**src/rtl/noc_eject_port.sv**
```systemverilog
// Ejection end of a mesh node's local port: buffers incoming flits, filters by destination,
// presents payloads to the processor over valid/ready and returns credits to the router.
module noc_eject_port #(
   parameter logic [1:0]  NODE_ID = 2'd0,
   parameter int unsigned DEPTH   = 4,
   parameter int unsigned CNT_W   = 8
) (
   input  logic             clock,
   input  logic             reset,
   input  logic [10:0]      in_flit,
   input  logic             in_valid,
   output logic [1:0]       credit_out,
   output logic [6:0]       out_payload,
   output logic             out_valid,
   input  logic             out_ready,
   output logic             processor_ready,
   output logic             misroute_err,
   output logic             overflow_err,
   output logic [CNT_W-1:0] rx_count
);

   localparam int unsigned AW    = (DEPTH > 1) ? $clog2(DEPTH) : 1;
   localparam int unsigned PW    = AW + 1;
   localparam int unsigned PAY_W = 7;

   localparam logic [1:0] CMD_DATA = 2'b01;

   localparam logic [0:0] ST_IDLE    = 1'b0;
   localparam logic [0:0] ST_PRESENT = 1'b1;

   logic [0:0]       state_q, state_d;
   logic [PW-1:0]    wr_ptr_q, wr_ptr_d;
   logic [PW-1:0]    rd_ptr_q, rd_ptr_d;
   logic [PAY_W-1:0] mem_q [DEPTH];
   logic [PAY_W-1:0] out_payload_q, out_payload_d;
   logic             out_valid_q, out_valid_d;
   logic [1:0]       credit_q, credit_d;
   logic             prdy_q, prdy_d;
   logic             mis_q, mis_d;
   logic             ovf_q, ovf_d;
   logic [CNT_W-1:0] rx_q, rx_d;

   logic [1:0]       cmd;
   logic [1:0]       dest;
   logic [PAY_W-1:0] payload;
   logic             fifo_empty;
   logic             fifo_full;
   logic             is_data;
   logic             dest_ok;
   logic             wr_en;
   logic             ovf_ev;
   logic             mis_ev;
   logic             handshake;
   logic             pop;

   // Ingress classification, FIFO control and presentation FSM.
   always_comb begin
      cmd        = in_flit[10:9];
      payload    = in_flit[8:2];
      dest       = in_flit[1:0];
      fifo_empty = (wr_ptr_q == rd_ptr_q);
      fifo_full  = (wr_ptr_q[AW] != rd_ptr_q[AW]) &&
                   (wr_ptr_q[AW-1:0] == rd_ptr_q[AW-1:0]);
      is_data    = in_valid && (cmd == CMD_DATA);
      dest_ok    = (dest == NODE_ID);
      wr_en      = is_data && dest_ok && !fifo_full;
      ovf_ev     = is_data && dest_ok && fifo_full;
      mis_ev     = in_valid && (cmd[1] || (is_data && !dest_ok));
      handshake  = out_valid_q && out_ready;

      state_d = state_q;
      pop     = 1'b0;
      case (state_q)
         ST_IDLE: begin
            if (!fifo_empty) begin
               pop     = 1'b1;
               state_d = ST_PRESENT;
            end
         end
         default: begin
            if (out_ready) begin
               if (!fifo_empty) begin
                  pop = 1'b1;
               end else begin
                  state_d = ST_IDLE;
               end
            end
         end
      endcase

      out_valid_d   = (state_d == ST_PRESENT);
      out_payload_d = pop ? mem_q[rd_ptr_q[AW-1:0]] : out_payload_q;
      wr_ptr_d      = wr_ptr_q + PW'(wr_en);
      rd_ptr_d      = rd_ptr_q + PW'(pop);
      // Pop frees a slot; a misrouted/reserved flit is consumed without a slot.
      credit_d      = 2'(pop) + 2'(mis_ev);
      rx_d          = rx_q + CNT_W'(handshake);
      prdy_d        = (state_q == ST_IDLE) && fifo_empty && !wr_en;
      mis_d         = mis_q | mis_ev;
      ovf_d         = ovf_q | ovf_ev;
   end

   always_ff @(posedge clock or negedge reset) begin
      if (!reset) begin
         state_q       <= ST_IDLE;
         wr_ptr_q      <= '0;
         rd_ptr_q      <= '0;
         out_payload_q <= '0;
         out_valid_q   <= 1'b0;
         credit_q      <= '0;
         prdy_q        <= 1'b1;
         mis_q         <= 1'b0;
         ovf_q         <= 1'b0;
         rx_q          <= '0;
         for (int i = 0; i < int'(DEPTH); i++) begin
            mem_q[i] <= '0;
         end
      end else begin
         state_q       <= state_d;
         wr_ptr_q      <= wr_ptr_d;
         rd_ptr_q      <= rd_ptr_d;
         out_payload_q <= out_payload_d;
         out_valid_q   <= out_valid_d;
         credit_q      <= credit_d;
         prdy_q        <= prdy_d;
         mis_q         <= mis_d;
         ovf_q         <= ovf_d;
         rx_q          <= rx_d;
         if (wr_en) begin
            mem_q[wr_ptr_q[AW-1:0]] <= payload;
         end
      end
   end

   assign credit_out      = credit_q;
   assign out_payload     = out_payload_q;
   assign out_valid       = out_valid_q;
   assign processor_ready = prdy_q;
   assign misroute_err    = mis_q;
   assign overflow_err    = ovf_q;
   assign rx_count        = rx_q;

endmodule
```
**config.mk**
```make
export PLATFORM = sky130hd
export DESIGN_NAME = noc_eject_port
export DESIGN_NICKNAME = d
export VERILOG_FILES = /design/src/rtl/noc_eject_port.sv
export SDC_FILE = /design/constraint.sdc
export NUM_CORES = 1
export LEC_CHECK = 0
export BUFFER_PORTS_ARGS = -buffer_cell sky130_fd_sc_hd__buf_2
export CORE_MARGIN = 1.5
export CORE_UTILIZATION = 38
export CTS_BUF_LIST = sky130_fd_sc_hd__clkbuf_8
export DETAILED_ROUTE_END_ITERATION = 7
export SYNTH_ARGS = -nofsm -noshare
export SYNTH_HDL_FRONTEND = slang
export SYNTH_SLANG_ARGS = --single-unit
```
**constraint.sdc**
```tcl
create_clock -name clock -period 2.43 [get_ports clock]
set_clock_uncertainty 0.15 [all_clocks]
set_input_delay 0.243 -clock clock [delete_from_list [all_inputs] [get_ports clock]]
set_output_delay 0.243 -clock clock [all_outputs]
set_load 0.03 [all_outputs]
```
==> results.md, run 1 <==
* Period utilisation layout at 87.6%
* Slew @ Worst Pin at 0.693 ns
* Die area at 0.00678 mm^2
* Die H at 82.4 um
* Max Fclk at 0.470 GHz
* I/O pin total at 36
* Outcome: finished, final reports clean
* Clock Pin Slew Worst Setup and Hold Paths at around 0.09 ns
* Largest family of logic cells by synthesized area: multiplexers
* RSZ-0062 raised after global routing: no
* Crit-path max FO at 7
* Crit path from: wr_ptr_q[0]
* Vias in the first global route at 1427
* Routed length on met3 at 216 um
* GPL Wtd Cong at 0.769
* CP required at 2.47 ns
* Drt first pass iters at 4
* H-tree depth at 2
* ANT nets after route at 0
* #FFs+latches synth at 55
* Synth Area in Compound Gates at approximately 1.3%
* Synth Cell Area at 0.00239 mm^2
* Core Footprint at 0.00599 mm^2
* Setup slack at placement at ~0.32 ns
* CTS Buf Count at 5
* Die outline width at between 80 and 90 um
* Clock buffer depth at 2
* CTS tree: yes
* Worst hold slack at 0.0519 ns
* First-pass GRT wire length at 7300 um
* Drt drc at 0
* Worst setup margin at 0.301 ns
* Fraction of the mapped netlist area in simple logic gates at under 10%
* WL final at about 4500 um
* PwrDens at 1140 mW/mm^2
* Initial Utilization at roughly 40%
* I/O Buffers at 35
* Hold Violations, Final at 0
* Leakage Power at 0.00140 uW
* XOR/XNOR share of the synthesized area at under 10%
* Max cap viols at 0
* Post-Synth Adder-Cell Area at ~3.7%
* Net count after synthesis at between 150 and 200
* Worst vdd ir at 440 uV
* Syn_area_per_cell at 16.5 um^2
* Worst setup path class: flip-flop to flip-flop
* Setup-failing EPs final at 0
* Layout Area Growth over Synthesis at 17.4%
* Fill count at 520
* Largest net degree at the start of global routing at 56
* Dpl hpwl at 3210 um
* Multi-input logic area at 987 um^2
* Vias/cell at 4.97
* DR iter-0 viols at 56
* GRT Util Overall at 14.8%
* Post-synthesis mux area share at between 20% and 30%
* Hold path start: in_flit[8]
* Vias at around 1300
* CTS Sinks at 55
* CP Launch Type: flip-flop
* Setup TNS at 0 ns
* Met2 Routed Length at 2160 um
* Register area at 0.00138 mm^2
* Worst Path Arrival at 2.17 ns
* Metal-1 WL at 2080 um
* Avg WL per Cell at 16.6 um
* Worst hold path type: input pin to flip-flop
* Cell row count at 28
* Clk root buf: clkbuf_8
* Setup bufs post-CTS at 0
* Reg2reg start: wr_ptr_q[0]
* Top sig layer: met4
* Post-Synthesis Cells at 145
* Warnings from Yosys at 0
* Synth unique cells at 32
* Min cycle time layout at ~2.1 ns
* Post-synthesis sequential area ratio at 57.6%
* Clk Latency, worst-skew pair at around 0.30 ns
* Worst slew margin at 53.8%
* Final Max Tran Viols at 0
* Layout cells sized above 1 at 51.5%
* Grt ovf at 0
* Antenna Cells at 0
* Worst setup EP type: flip-flop
* Initial antenna violation count at 0
* Final nets at 217
* Reg2Reg Setup Slack at 0.30 ns
[worst max-delay path: stages (launching register included)]
cell     delay [ns]
dfrtp_1        0.51
xor2_2         0.25
nor3_4         0.41
or3_1          0.19
buf_4          0.19
mux2_4         0.31
[placed cells by master (no fill, tap or decap)]
cell type / synthesis / final
nor2b_1: 1 / 1
xnor2_1: 5 / 5
nor2_1: 3 / 3
mux4_2: 7 / 7
mux2_4: 7 / 7
dlygate4sd3_1: 0 / 2
dfstp_2: 1 / 1
xor2_1: 4 / 4
buf_4: 0 / 9
dfrtp_1: 54 / 54
nand2_1: 3 / 3
nor3_4: 1 / 1
clkinv_2: 0 / 1
or3_1: 1 / 1
nor4b_4: 2 / 2
and4_1: 1 / 1
and3b_1: 1 / 1
mux2_2: 27 / 27
a21oi_2: 1 / 1
nor4_4: 1 / 1
mux2_1: 1 / 1
clkbuf_8: 0 / 5
buf_2: 1 / 35
xor2_2: 2 / 2
nand3_1: 2 / 2
nand4_1: 1 / 1
inv_1: 2 / 4
nor3b_1: 1 / 1
or2_2: 1 / 1
ha_1: 7 / 7
and3_1: 2 / 2
o21a_1: 1 / 1
a31o_2: 1 / 1
o21ai_0: 1 / 1
[kinds of logic after synthesis]
kind of cell	count (synthesis)
mux	42
simple gates	21
xor+xnor	11
compound gates	4
flops	55
buf+inv	5
fa+ha+maj	7
[metrics by stage]
step / std cells / utilization (%) / area (um^2) / total power [uW]
after floorplan: 145 / - / 2390 / 2370
after global placement: 261 / 45.2 / 2710 / 2680
after detailed placement: 261 / 45.2 / 2710 / 2770
after CTS: 271 / 46.9 / 2810 / 3260
after global routing: 271 / 46.9 / 2810 / 3440
final: 271 / 46.9 / 2810 / 3210
[routing by layer]
metal  vias to the layer above  GRT usage [%]
met4                         0           4.07
met2                        38           25.1
li1                        622              -
met5                         -              0
met3                         7           2.64
met1                       681           19.5
[cell usage after synthesis]
cell type	instances	area, um^2
dfrtp_1	54	1350
mux2_2	27	304
ha_1	7	87.6
mux2_4	7	105
mux4_2	7	158
xnor2_1	5	43.8
xor2_1	4	35.0
nand2_1	3	11.3
nor2_1	3	11.3
and3_1	2	12.5
inv_1	2	7.51
nand3_1	2	10.0
nor4b_4	2	47.6
xor2_2	2	32.5
a21oi_2	1	8.76
a31o_2	1	8.76
and3b_1	1	8.76
and4_1	1	8.76
buf_2	1	5.00
buf_6	1	11.3
clkbuf_2	1	5.00
dfstp_2	1	26.3
mux2_1	1	11.3
nand4_1	1	6.26
nor2b_1	1	6.26
nor3_4	1	16.3
nor3b_1	1	7.51
nor4_4	1	21.3
o21a_1	1	7.51
o21ai_0	1	5.00
or2_2	1	6.26
or3_1	1	6.26
[timing repair]
item,4_1_cts,5_1_grt
hold buffers,2,0
gates resized for setup,0,0
hold endpoints to repair,55,0
[where the power goes]
part | switching (uW) | internal [uW] | total [uW]
registers | 238 | 1230 | 1470
logic | 665 | 599 | 1260
clock network | 278 | 195 | 473
[sequential cells by signal, indices dropped and copies added, names as in the netlist]
| signal | flops |
|---|---|
| processor_ready | 1 |
| misroute_err | 1 |
| rx_count | 8 |
| credit_out | 2 |
| rd_ptr_q | 3 |
| out_valid | 1 |
| mem_q | 28 |
| out_payload | 7 |
| overflow_err | 1 |
| wr_ptr_q | 3 |
[final cells by class]
class	count	share of cell area, %
sequential	55	49.0
multi-input combinational	85	35.1
inverter	2	0.267
clock inverter	3	0.445
timing repair buffer	46	9.35
tap	75	3.34
clock buffer	5	2.45
[worst paths after layout]
path | endpoint | cells after the start
worst min-delay path | mem_q[20] | 2
max in group asynchronous | out_payload[0] | 3
worst max-delay path | mem_q[6] | 5
worst max register to register | mem_q[6] | 5
worst min register to register | overflow_err | 1
min in group asynchronous | rx_count[7] | 3
(Power assumes the default switching activity.)
==> inputs of run 2 (changes only) <==
- CORE_UTILIZATION: 38 -> 45
- PLACE_DENSITY: not set -> 0.65
- clock period: 2.43 -> 2.12 ns (I/O delays scaled with it)
==> results.md, run 2 (synthesis gave the netlist of run 1 again) <==
* Min cycle time layout at 2.04 ns (-0.0930 ns)
* I/O pin total at 36 (unchanged)
* Placed cell area at 0.00273 mm^2 (+0.88%)
* Die H at 75.9 um (-7.8%)
* Hold path start: in_flit[3]
* Reg2reg start: rd_ptr_q[2]
* Leakage Power at 0.00142 uW (+1.8%)
* RSZ-0062 raised after global routing: no
* Worst R2R Path Depth at 4 (-1)
* Die outline width at 75.9 um (-7.8%)
* Fill count at 413 (-21%)
* Worst Path Arrival at 2.08 ns (-0.09 ns)
* Worst slew margin at 54.9% (+1.1 points)
* Reg2reg end: mem_q[0]
* Max Fclk at 0.491 GHz (+4.6%)
* Vias in the first global route at 1524 (+6.8%)
* Core Footprint at 0.00511 mm^2 (-15%)
* Largest net degree at the start of global routing at 56 (unchanged)
* Clock Pin Slew Worst Setup and Hold Paths at 0.09 ns (about the same)
* Clock buffer depth at 2 (unchanged)
* Setup TNS at 0 ns (unchanged)
* Clk Latency, worst-skew pair at 0.30 ns (about the same)
* Outcome: finished, final reports clean
* Drt first pass iters at 4 (unchanged)
* Drt drc at 0 (unchanged)
* Reg2Reg Setup Slack at 0.08 ns (-0.22 ns)
* GRT Util Overall at 16.1% (+1.3 points)
* Most frequent cells in the layout: 54 x dfrtp_1, 35 x buf_2, 27 x mux2_2, 13 x buf_4
* Worst hold stages at 2 (unchanged)
* CP required at 2.16 ns (-0.31 ns)
* Crit-path max FO at 7 (unchanged)
* Initial Utilization at 46.9% (+6.9 points)
* Cell row count at 26 (-7.1%)
* CTS Buf Count at 5 (unchanged)
* Worst hold path type: input pin to flip-flop
* Dpl hpwl at 3000 um (-6.6%)
* Worst hold endpoint: mem_q[1]
* Max cap viols at 0 (unchanged)
* H-tree depth at 2 (unchanged)
* Crit path cell chain: xnor2_2 -> nor3_4 -> or3_1 -> mux2_4
* Setup-failing EPs final at 0 (unchanged)
* Setup bufs post-CTS at 0 (unchanged)
* Worst vdd ir at 494 uV (+12%)
* I/O Buffers at 35 (unchanged)
* Worst setup EP type: flip-flop
* WL final at 4210 um (-6.6%)
* Slew @ Worst Pin at 0.677 ns (-0.0168 ns)
* Most flop-heavy register: mem_q
* ANT nets after route at 0 (unchanged)
* PwrDens at 1350 mW/mm^2 (+18%)
* Avg WL per Cell at 15.7 um (-5.9%)
* Period utilisation layout at 96.0% (+8.4 points)
* Hold Violations, Final at 0 (unchanged)
* Die area at 0.00577 mm^2 (-15%)
* Clk root buf: clkbuf_8
* Layout cells sized above 1 at 53.8% (+2.2 points)
* Worst setup margin at 0.0840 ns (-0.217 ns)
* Grt ovf at 0 (unchanged)
* CTS Sinks at 55 (unchanged)
* CP Launch Type: flip-flop
* Initial antenna violation count at 0 (unchanged)
* Total power draw at 3860 uW (+20%)
* Finished Cell Area at 0.00287 mm^2 (+2.0%)
* Vias/cell at 5.13 (+3.1%)
* Worst setup path class: flip-flop to flip-flop
* Largest register FFs at 28 (unchanged)
* Vias at 1379 (+2.3%)
* Layout Area Growth over Synthesis at 19.8%
* Final Max Tran Viols at 0 (unchanged)
* Commonest non-fill, non-tap cell in the layout: dfrtp_1
* GPL Wtd Cong at 0.832 (+8.1%)
* Slowest cell on crit path: or3_1
* Setup slack at placement at 0.0891 ns (-0.231 ns)
* DR iter-0 viols at 37 (-34%)
* Final nets at 221 (+1.8%)
* First-pass GRT wire length at 7290 um (about the same)
* CTS tree: yes
* Antenna Cells at 0 (unchanged)
* Crit path largest cell delay at 0.47 ns (-0.04 ns)
[run 2: cell count changes in the layout (fill, tap and decap cells not counted), sizes merged]
| cell | previous run | this run |
|---|---|---|
| clkinvlp | 0 | 1 |
| buf | 44 | 48 |
| inv | 4 | 2 |
| clkinv | 1 | 0 |
| bufinv | 0 | 1 |
[run 2: layout make-up]
cell class | instances | area (um^2) | share of cell area, %
multi-input cells | 85 | 995 | 34.7
repair buffers | 50 | 293 | 10.2
flip-flops and latches | 55 | 1380 | 48.1
clock inverters | 2 | 37.5 | 1.31
well taps | 70 | 87.6 | 3.06
clock buffers | 5 | 68.8 | 2.40
inverters | 2 | 7.51 | 0.262
[run 2: per-stage QoR]
step | hold WS (ns) | cells | util (%)
2_1_floorplan | -0.234 | 145 | -
3_3_place_gp | 0.217 | 260 | 53.5
3_5_place_dp | 0.230 | 260 | 53.5
4_1_cts | 0.0115 | 269 | 56.0
5_1_grt | 0.0224 | 269 | 56.1
6_report | 0.0217 | 269 | 56.1
[run 2: worst max-delay path by stage]
stage	from	end	slack (ns)	depth (start not counted)
2_1_floorplan	rd_ptr_q[0]	mem_q[0]	0.13	6
3_3_place_gp	rd_ptr_q[2]	mem_q[2]	0.12	4
3_5_place_dp	rd_ptr_q[2]	mem_q[1]	0.09	4
4_1_cts	rd_ptr_q[2]	mem_q[0]	0.06	4
5_1_grt	rd_ptr_q[2]	mem_q[0]	0.02	4
6_report	rd_ptr_q[2]	mem_q[0]	0.08	4
[run 2: critical path: cells and delay by family (launching register included)]
family / cells / cell delay (ns)
and+or+nand+nor: 2 / 0.82
DFF: 1 / 0.43
muxes: 1 / 0.34
xor gates and xnor gates: 1 / 0.18
[run 2: layer usage]
metal  vias up  track usage, %  part of all wire (%)
met1       716            19.9                    46
met4         0            5.00                   1.2
li1        629               -                     -
met3         5            3.98                   3.1
met5         -               0                     0
met2        29            27.9                    50
[run 2: where the power goes]
group / total [uW] / internal, uW / leakage (uW) / switching [uW]
combinational: 1540 / 744 / 0.000666 / 797
clock: 666 / 345 / 0.0000502 / 321
sequential: 1650 / 1410 / 0.000709 / 242
[run 2: repair_timing]
action                                 in CTS  in global routing
endpoints found under the hold margin      55                  0
gates resized for setup                     0                  1
hold buffers                                2                  0
setup endpoints to repair                   0                 13
==> inputs of run 3 (changes only) <==
- SETUP_SLACK_MARGIN: not set -> 0.1
==> results.md, run 3 (synthesis gave the netlist of run 1 again) <==
* Setup TNS at 0 ns (unchanged)
* Drt first pass iters at 4 (unchanged)
* Setup-failing EPs final at 0 (unchanged)
* Clock Pin Slew Worst Setup and Hold Paths at 0.10 ns (about the same)
* CTS Sinks at 55 (unchanged)
* Die H at 75.9 um (unchanged)
* Initial Utilization at 46.9% (unchanged)
* Cell row count at 26 (unchanged)
* CP Launch Type: flip-flop
* Comb pwr share at 40.0% (about the same)
* WL final at 4240 um (+0.59%)
* GRT Util Overall at 16.2% (+0.052 points)
* Period utilisation layout at 91.2% (-4.9 points)
* RSZ-0062 raised after global routing: no
* ANT nets after route at 0 (unchanged)
* Dpl hpwl at 3000 um (unchanged)
* Final Max Tran Viols at 0 (unchanged)
* Metal-1 WL at 1940 um (+0.67%)
* Max cap viols at 0 (unchanged)
* Switching Fraction at 35.3% (+0.045 points)
* Routed length on met3 at 129 um (-0.77%)
* Largest register FFs at 28 (unchanged)
* CTS Buf Count at 5 (unchanged)
* Initial antenna violation count at 0 (unchanged)
* CTS tree: yes
* Layout cells sized above 1 at 54.3% (+0.50 points)
* Clk root buf: clkbuf_8
* Max Fclk at 0.517 GHz (+5.3%)
* PwrDens at 1340 mW/mm^2 (-0.21%)
* Reg2reg start: wr_ptr_q[0]
* Antenna Cells at 0 (unchanged)
* Die area at 0.00577 mm^2 (unchanged)
* Largest net degree at the start of global routing at 56 (unchanged)
* Avg WL per Cell at 15.7 um (+0.59%)
* Outcome: finished, final reports clean
* Clk Latency, worst-skew pair at 0.30 ns (about the same)
* Worst setup EP type: flip-flop
* H-tree depth at 2 (unchanged)
* Worst vdd ir at 493 uV (about the same)
* Grt ovf at 0 (unchanged)
* Worst hold path type: input pin to flip-flop
* Worst Path Arrival at 1.98 ns (-0.10 ns)
* Commonest non-fill, non-tap cell in the layout: dfrtp_1
* Die outline width at 75.9 um (unchanged)
* Clk pwr share at 17.3% (about the same)
* Worst setup path class: flip-flop to flip-flop
* Leakage Power at 0.00143 uW (+0.20%)
* Cell-internal power at 2500 uW (about the same)
* Hold Violations, Final at 0 (unchanged)
* DR iter-0 viols at 41 (+11%)
* Clock buffer depth at 2 (unchanged)
* Layout Area Growth over Synthesis at 20.1%
* Most frequent cells in the layout: 54 x dfrtp_1, 35 x buf_2, 27 x mux2_2, 12 x buf_4
* First-pass GRT wire length at 7320 um (+0.37%)
* Met2 Routed Length at 2120 um (+1.3%)
* Setup bufs post-CTS at 0 (unchanged)
* Reg power frac at 42.8% (about the same)
* Drt drc at 0 (unchanged)
* Crit-path max FO at 7 (unchanged)
* Vias/cell at 5.14 (+0.22%)
* Slew @ Worst Pin at 0.681 ns (+0.00430 ns)
* Hold path start: in_flit[3]
* Switching Power at 1360 uW (+0.23%)
* Worst slew margin at 54.6% (-0.29 points)
* Core Util, Final at 56.3% (+0.17 points)
* I/O Buffers at 35 (unchanged)
* Core Footprint at 0.00511 mm^2 (unchanged)
* Most flop-heavy register: mem_q
* CP required at 2.16 ns (about the same)
* Vias at 1382 (+0.22%)
* Min cycle time layout at 1.93 ns (-0.103 ns)
* Vias in the first global route at 1532 (+0.52%)
* Top sig layer: met4
* Crit path from: wr_ptr_q[0]
* Final nets at 221 (unchanged)
* GPL Wtd Cong at 0.832 (unchanged)
* I/O pin total at 36 (unchanged)
-- run 3: worst paths after layout --
check                              endpoint  slack, ns  cells past startpoint
worst max-delay path              mem_q[12]       0.19                      6
worst min register to register  rx_count[7]       0.32                      1
min in group asynchronous       rx_count[1]       0.41                      3
worst min-delay path               mem_q[1]       0.02                      2
max in group asynchronous          mem_q[3]       0.95                      3
worst max register to register    mem_q[12]       0.19                      6
-- run 3: critical path, cell delays in order, from the launching register on --
cell	delay [ns]
dfrtp_1	0.42
xor2_2	0.24
nor3_4	0.10
buf_4	0.16
nor4b_4	0.22
buf_6	0.19
mux2_2	0.34
-- run 3: through the flow --
step	std cells	cell area, um^2	setup slack (ns)	power [uW]	hold slack, ns
floorplan	145	2390	0.135	2710	-0.234
global placement	260	2730	0.120	3150	0.217
detailed placement	260	2730	0.0891	3220	0.230
CTS	269	2870	0.162	3910	0.0115
global route	269	2880	0.101	4110	0.0224
finish	269	2880	0.187	3860	0.0199
-- run 3: layer usage --
metal / GRT usage (%) / vias up
met5: 0 / -
met4: 5.00 / 0
met3: 3.98 / 4
met2: 28.0 / 29
met1: 20.0 / 718
li1: - / 631
-- run 3: timing repair --
action	CTS	global route
pin swaps	0	1
hold endpoints to repair	55	0
hold buffers	2	0
setup endpoints to repair	14	7
resized for setup	2	1
-- run 3: power by group through the flow --
stage | clock network [uW] | registers (uW) | logic, uW
6_report | 667 | 1650 | 1540
5_1_grt | 734 | 1700 | 1670
4_1_cts | 689 | 1660 | 1570
3_5_place_dp | 0 | 1670 | 1550
3_3_place_gp | 0 | 1640 | 1520
2_1_floorplan | 0 | 1890 | 821
-- run 3: cell type report --
class / count / area (um^2)
inverter: 2 / 7.51
clock inverter: 2 / 37.5
sequential: 55 / 1380
tap: 70 / 87.6
multi-input combinational: 85 / 1000
fill: 410 / 2230
timing repair buffer: 50 / 297
clock buffer: 5 / 68.8
